$ cat config.mk
export PLATFORM = sky130hd
export DESIGN_NAME = stall_engine_n
export DESIGN_NICKNAME = d
export VERILOG_FILES = /design/src/rtl/pipe_ctrl_pkg.sv /design/src/rtl/sat_counter.sv /design/src/rtl/stall_engine_n.sv
export SDC_FILE = /design/constraint.sdc
export NUM_CORES = 1
export LEC_CHECK = 0
export ABC_AREA = 1
export CELL_PAD_IN_SITES_DETAIL_PLACEMENT = 1
export CELL_PAD_IN_SITES_GLOBAL_PLACEMENT = 1
export CORE_ASPECT_RATIO = 1.4
export CORE_MARGIN = 2
export CORE_UTILIZATION = 37
export CTS_CLUSTER_DIAMETER = 40
export CTS_CLUSTER_SIZE = 8
export DETAILED_ROUTE_END_ITERATION = 8
export HOLD_SLACK_MARGIN = 0.15
export PLACE_DENSITY_LB_ADDON = 0.15
export SYNTH_ARGS = -nofsm -noshare
export SYNTH_HDL_FRONTEND = slang
export SYNTH_HIERARCHICAL = 1
export SYNTH_SLANG_ARGS = --single-unit
$ cat constraint.sdc
create_clock -name clk -period 1.9 [get_ports clk]
set_input_delay 0.38 -clock clk [delete_from_list [all_inputs] [get_ports clk]]
set_output_delay 0.38 -clock clk [all_outputs]
set_load 0.01 [all_outputs]
$ cat src/rtl/pipe_ctrl_pkg.sv
// Shared pipeline-control types: FSM state encoding for the stall engine.
package pipe_ctrl_pkg;

  typedef enum logic [1:0] {
    RUN    = 2'd0,
    DRAIN  = 2'd1,
    HALTED = 2'd2
  } pipe_state_e;

endpackage

$ cat src/rtl/sat_counter.sv
// Unsigned saturating event counter with synchronous clear taking priority.
module sat_counter #(
  parameter int unsigned W = 32
) (
  input  logic         clk,
  input  logic         rst_n,
  input  logic         clr,
  input  logic         inc,
  output logic [W-1:0] q
);

  always_ff @(posedge clk or negedge rst_n) begin
    if (!rst_n) begin
      q <= '0;
    end else if (clr) begin
      q <= '0;
    end else if (inc && (q != {W{1'b1}})) begin
      q <= q + W'(1);
    end
  end

endmodule

$ cat src/rtl/stall_engine_n.sv
// Pipeline stall engine: full tracking, hazard-to-stall chain, flush squash,
// drain/halt/resume FSM and saturating stall/bubble counters.
module stall_engine_n
  import pipe_ctrl_pkg::*;
#(
  parameter int unsigned STAGES = 5,
  parameter int unsigned CNT_W  = 32
) (
  input  logic              clk,
  input  logic              rst_n,
  input  logic [STAGES-1:0] haz,
  input  logic [STAGES-1:0] flush,
  input  logic              drain_req,
  input  logic              resume,
  input  logic              cnt_clr,
  output logic [STAGES-1:0] full,
  output logic [STAGES-1:0] stall,
  output logic [STAGES-1:0] ue,
  output logic [1:0]        state,
  output logic              drained,
  output logic [CNT_W-1:0]  stall_cycles,
  output logic [CNT_W-1:0]  bubble_cycles
);

  pipe_state_e       state_q;
  logic [STAGES-1:0] full_q;
  logic [STAGES-1:0] full_d;
  logic [STAGES-1:0] eff;

  assign eff = full_q & ~flush;

  // Stage k stalls if some hazard at j>=k is reachable through an unbroken run of
  // occupied stages; the unrolled form keeps each bit free of feedback on the vector.
  for (genvar g = 0; g < STAGES; g++) begin : g_stall
    logic hold;
    logic run;
    always_comb begin
      hold = 1'b0;
      run  = 1'b1;
      for (int j = g; j < STAGES; j++) begin
        run  = run & eff[j];
        hold = hold | (run & haz[j]);
      end
    end
    assign stall[g] = hold;
  end

  assign ue = eff & ~stall;

  for (genvar g = 0; g < STAGES; g++) begin : g_full
    if (g == 0) begin : g_fetch
      assign full_d[g] = stall[g] | (state_q == RUN);
    end else begin : g_body
      assign full_d[g] = ue[g-1] | stall[g];
    end
  end

  always_ff @(posedge clk or negedge rst_n) begin
    if (!rst_n) begin
      full_q  <= '0;
      state_q <= RUN;
    end else begin
      full_q <= full_d;
      case (state_q)
        RUN:     if (drain_req) state_q <= DRAIN;
        DRAIN:   if (eff == '0) state_q <= HALTED;
        HALTED:  if (resume) state_q <= RUN;
        default: state_q <= RUN;
      endcase
    end
  end

  assign full    = full_q;
  assign state   = state_q;
  assign drained = (state_q == HALTED);

  sat_counter #(
    .W (CNT_W)
  ) u_stall_cnt (
    .clk   (clk),
    .rst_n (rst_n),
    .clr   (cnt_clr),
    .inc   (|stall),
    .q     (stall_cycles)
  );

  sat_counter #(
    .W (CNT_W)
  ) u_bubble_cnt (
    .clk   (clk),
    .rst_n (rst_n),
    .clr   (cnt_clr),
    .inc   ((state_q == RUN) && !full_q[STAGES-1]),
    .q     (bubble_cycles)
  );

endmodule

==> results.toml <==
[run_status]
result_of_the_run = "complete, no violations"

[clocking]
h_tree_level_count = 3
cts.path.max_buffers = 2
clk_latency_ns = 0.35
clock_tree_from_tritoncts = "built"
clkSlewWorstSetupHoldPaths_ns = 0.06
clockRootBuffer = "sky130_fd_sc_hd__clkbuf_16"
clock_sink_count = 71
tritoncts.num_buffers = 9

[timing]
fin_crit_sh = 0.994
final.hold.worst_slack_ns = 0.420
worst_slew_pin_slew_ns = 0.336
hold_violations = 0
timing.final.max_slew_violations = 0
layout_setup_ws_ns = 0.0114
setup_viol_count_final = 0
max-slew-margin-rel = 0.776
totalNegativeSetupSlack_ns = 0
final_worst_path_period_need_ns = 1.89
finClkSkew_ns = 0.00597
clock.fmax_mhz = 529
grt_setup_unrepaired = "true"

[setup_path]
cp-end-kind = "output port"
criticalPathCategory = "flip-flop to output port"
critical_path.max_fanout = 4
worstSetupStartpoint = "full[1]$_DFF_PN0_"
timing.rr.start = "full[1]$_DFF_PN0_"
cp_data_arrival_time_ns = 1.51
crit_required_ns = 1.52
startpoint_type = "flip-flop"

[power_and_ir_drop]
p_int_mw = 3.41
power.ir.vdd_worst_v = 0.000408
share_comb_of_total_power = 0.301
switchingPower_mw = 1.66
static-leakage-power_nw = 3.35
post-layout-total-power_mw = 5.07
clockPowerShare = 0.373
power_density_mw_per_mm2 = 709
sw_frac_of_total = 0.327
p_seq_frac = 0.326

[place]
numPortBuffers = 96
replace_congestion = 0.879
dp_slack_ns = -0.543
detailedPlacementHpwl_mm = 13.5

[synth]
ys_top_cells_by_area = "sky130_fd_sc_hd__dfrtp_1 (35%), sky130_fd_sc_hd__nand2_1 (21%), sky130_fd_sc_hd__nor2_1 (8.7%), sky130_fd_sc_hd__nand3_1 (7.3%), sky130_fd_sc_hd__inv_1 (6.1%)"
synthesized_netlist_cell_count = 778
synth_fp_nets = 795
yosysWarningCount = 6
synth-seq-area-share = 0.349
ys_top_cells_by_count = "sky130_fd_sc_hd__nand2_1 (281), sky130_fd_sc_hd__nor2_1 (118), sky130_fd_sc_hd__inv_1 (83)"
synthDominantAreaCellType = "sky130_fd_sc_hd__dfrtp_1"
ys.flop_type = "sky130_fd_sc_hd__dfrtp_1"
synth.top_cell.area_share = 0.349
synth_area_per_cell_sq_um = 6.54
synth_async_reset_ratio = 1.00
synthDistinctLibCells = 31
synth_edf_count = 0
synth.ff_latch_count = 71
netlist_area_sq_mm = 0.00509
top_count_cell_post_synth = "sky130_fd_sc_hd__nand2_1"

[global_route]
antenna_found_initial = 0
grtUsageTotal = 0.259
first_global_vias = 6176
grt_max_degree = 57
gr-total-overflow = 0
wire_length_of_the_first_global_routing_pass_mm = 29.9

[layout]
design.final.nets = 954
area.growth.synth_to_final_pct = 40.5
final_layout_size_suffix_gt1_frac = 0.176
fillCellCount = 1792
num_antenna_cells = 0

[route]
wl_per_cell_microns = 16.5
detailedRoute.firstIterationViolations = 156
detail_route.wirelength_mm = 18.6
first_drt_pass_iteration_count = 4
antenna_violating_nets_post_route = 0
via_per_inst = 5.08
remaining_drc_errors = 0
dr_total_vias = 5708

[worst_hold_path]
min-delay-path-class = "primary input to flip-flop"
timing.hold.worst.start = "haz[2]"

[floorplan]
placeableCoreArea_sq_mm = 0.0134
die_area_sq_mm = 0.0147
top_level_ports = 97
floorplan.initialDensity = 0.380
die_width_microns = 103
floorplan.rows = 50
floorplan.die.height_microns = 143

[job]
timing.max_cap.violations = 0
power by group through the flow:
stage	clock network, mW	registers, mW	logic, mW
2_1_floorplan	0	1.71	0.660
3_3_place_gp	0	1.67	1.32
3_5_place_dp	0	1.68	1.36
4_1_cts	1.91	1.65	1.41
5_1_grt	1.98	1.66	1.63
6_report	1.89	1.65	1.52
kinds of logic after synthesis:
family / synth area share
AOI/OAI and AO/OA: 0.0546
xor gates and xnor gates: 0.0276
adders and majority gates: 0.00492
buffers and inverters: 0.0962
DFF: 0.349
and+or+nand+nor: 0.467
layer usage:
layer  routed length (microns)  part of all wire  GRT usage  vias to the layer above
met5                         0                 0          0                        -
met3                       352             0.019     0.0215                       34
met1                      7430              0.40      0.290                     2833
met4                       476             0.026      0.109                        0
li1                          -                 -          -                     2733
met2                     10300              0.56      0.489                      108
registers in the layout, indices dropped and copies added (netlist names):
signal and flops:
u_bubble_cnt/q 32, u_stall_cnt/q 32, full 5, state 2
final timing paths:
kind                                                  end  slack (ns)  cells past startpoint
setup / recovery                                    ue[0]        0.01                      8
hold reg to reg            u_bubble_cnt/q[13]$_DFFE_PN0P_        0.57                      2
max in group asynchronous    u_stall_cnt/q[8]$_DFFE_PN0P_        0.83                      3
hold / removal                          full[3]$_DFF_PN0_        0.42                      2
setup reg to reg             u_stall_cnt/q[0]$_DFFE_PN0P_        0.04                     13
min in group asynchronous            state[0]$_DFFE_PN0P_        0.46                      2
cells in the final DEF, fill, tap and decap left out, types with 6 or more instances in the layout:
master / n
sky130_fd_sc_hd__buf_6: 6
sky130_fd_sc_hd__a21oi_1: 7
sky130_fd_sc_hd__clkbuf_16: 10
sky130_fd_sc_hd__inv_1: 77
sky130_fd_sc_hd__o21ai_0: 16
sky130_fd_sc_hd__nand2_2: 21
sky130_fd_sc_hd__dlygate4sd2_1: 8
sky130_fd_sc_hd__dfrtp_1: 69
sky130_fd_sc_hd__clkdlybuf4s50_1: 76
sky130_fd_sc_hd__buf_4: 61
sky130_fd_sc_hd__o21ai_1: 21
sky130_fd_sc_hd__nand4_1: 16
sky130_fd_sc_hd__inv_2: 8
sky130_fd_sc_hd__xnor2_1: 8
sky130_fd_sc_hd__nand2_4: 7
sky130_fd_sc_hd__nor2_4: 9
sky130_fd_sc_hd__nand2_1: 273
sky130_fd_sc_hd__nor2_1: 116
sky130_fd_sc_hd__xor2_1: 8
sky130_fd_sc_hd__nand3_1: 71
timing repair:
action                                  in CTS  in global routing
hold buffers                                 1                  0
hold endpoints to repair                    15                  0
pin swaps                                    7                 13
setup buffers                                5                 13
gates cloned                                 1                  1
endpoints found under the setup margin      33                 59
resized for setup                           50                 32
per-stage QoR:
| step | cell area [sq um] | util | instances |
|---|---|---|---|
| 2_1_floorplan | 5090 | - | 778 |
| 3_3_place_gp | 6550 | 0.489 | 1087 |
| 3_5_place_dp | 6550 | 0.489 | 1087 |
| 4_1_cts | 6940 | 0.519 | 1110 |
| 5_1_grt | 7150 | 0.534 | 1124 |
| 6_report | 7150 | 0.534 | 1124 |
area by class of cell:
cell class	count	area, sq um	area share
timing repair buffer	168	1570	0.220
sequential	71	1780	0.249
tap	182	228	0.0319
inverter	87	344	0.0482
multi-input combinational	600	2900	0.406
clock buffer	10	239	0.0334
clock inverter	6	83.8	0.0117
worst max-delay path: stages, from the launching register on:
cell and delay, ns:
sky130_fd_sc_hd__dfrtp_1 0.41, sky130_fd_sc_hd__inv_2 0.06, sky130_fd_sc_hd__nor2_4 0.13, sky130_fd_sc_hd__nand2_1 0.06, sky130_fd_sc_hd__nor2_1 0.15, sky130_fd_sc_hd__nand2_2 0.10
sky130_fd_sc_hd__nand3_2 0.10, sky130_fd_sc_hd__inv_2 0.04, sky130_fd_sc_hd__buf_6 0.11
Note: power is estimated with default switching activity, not from simulation.
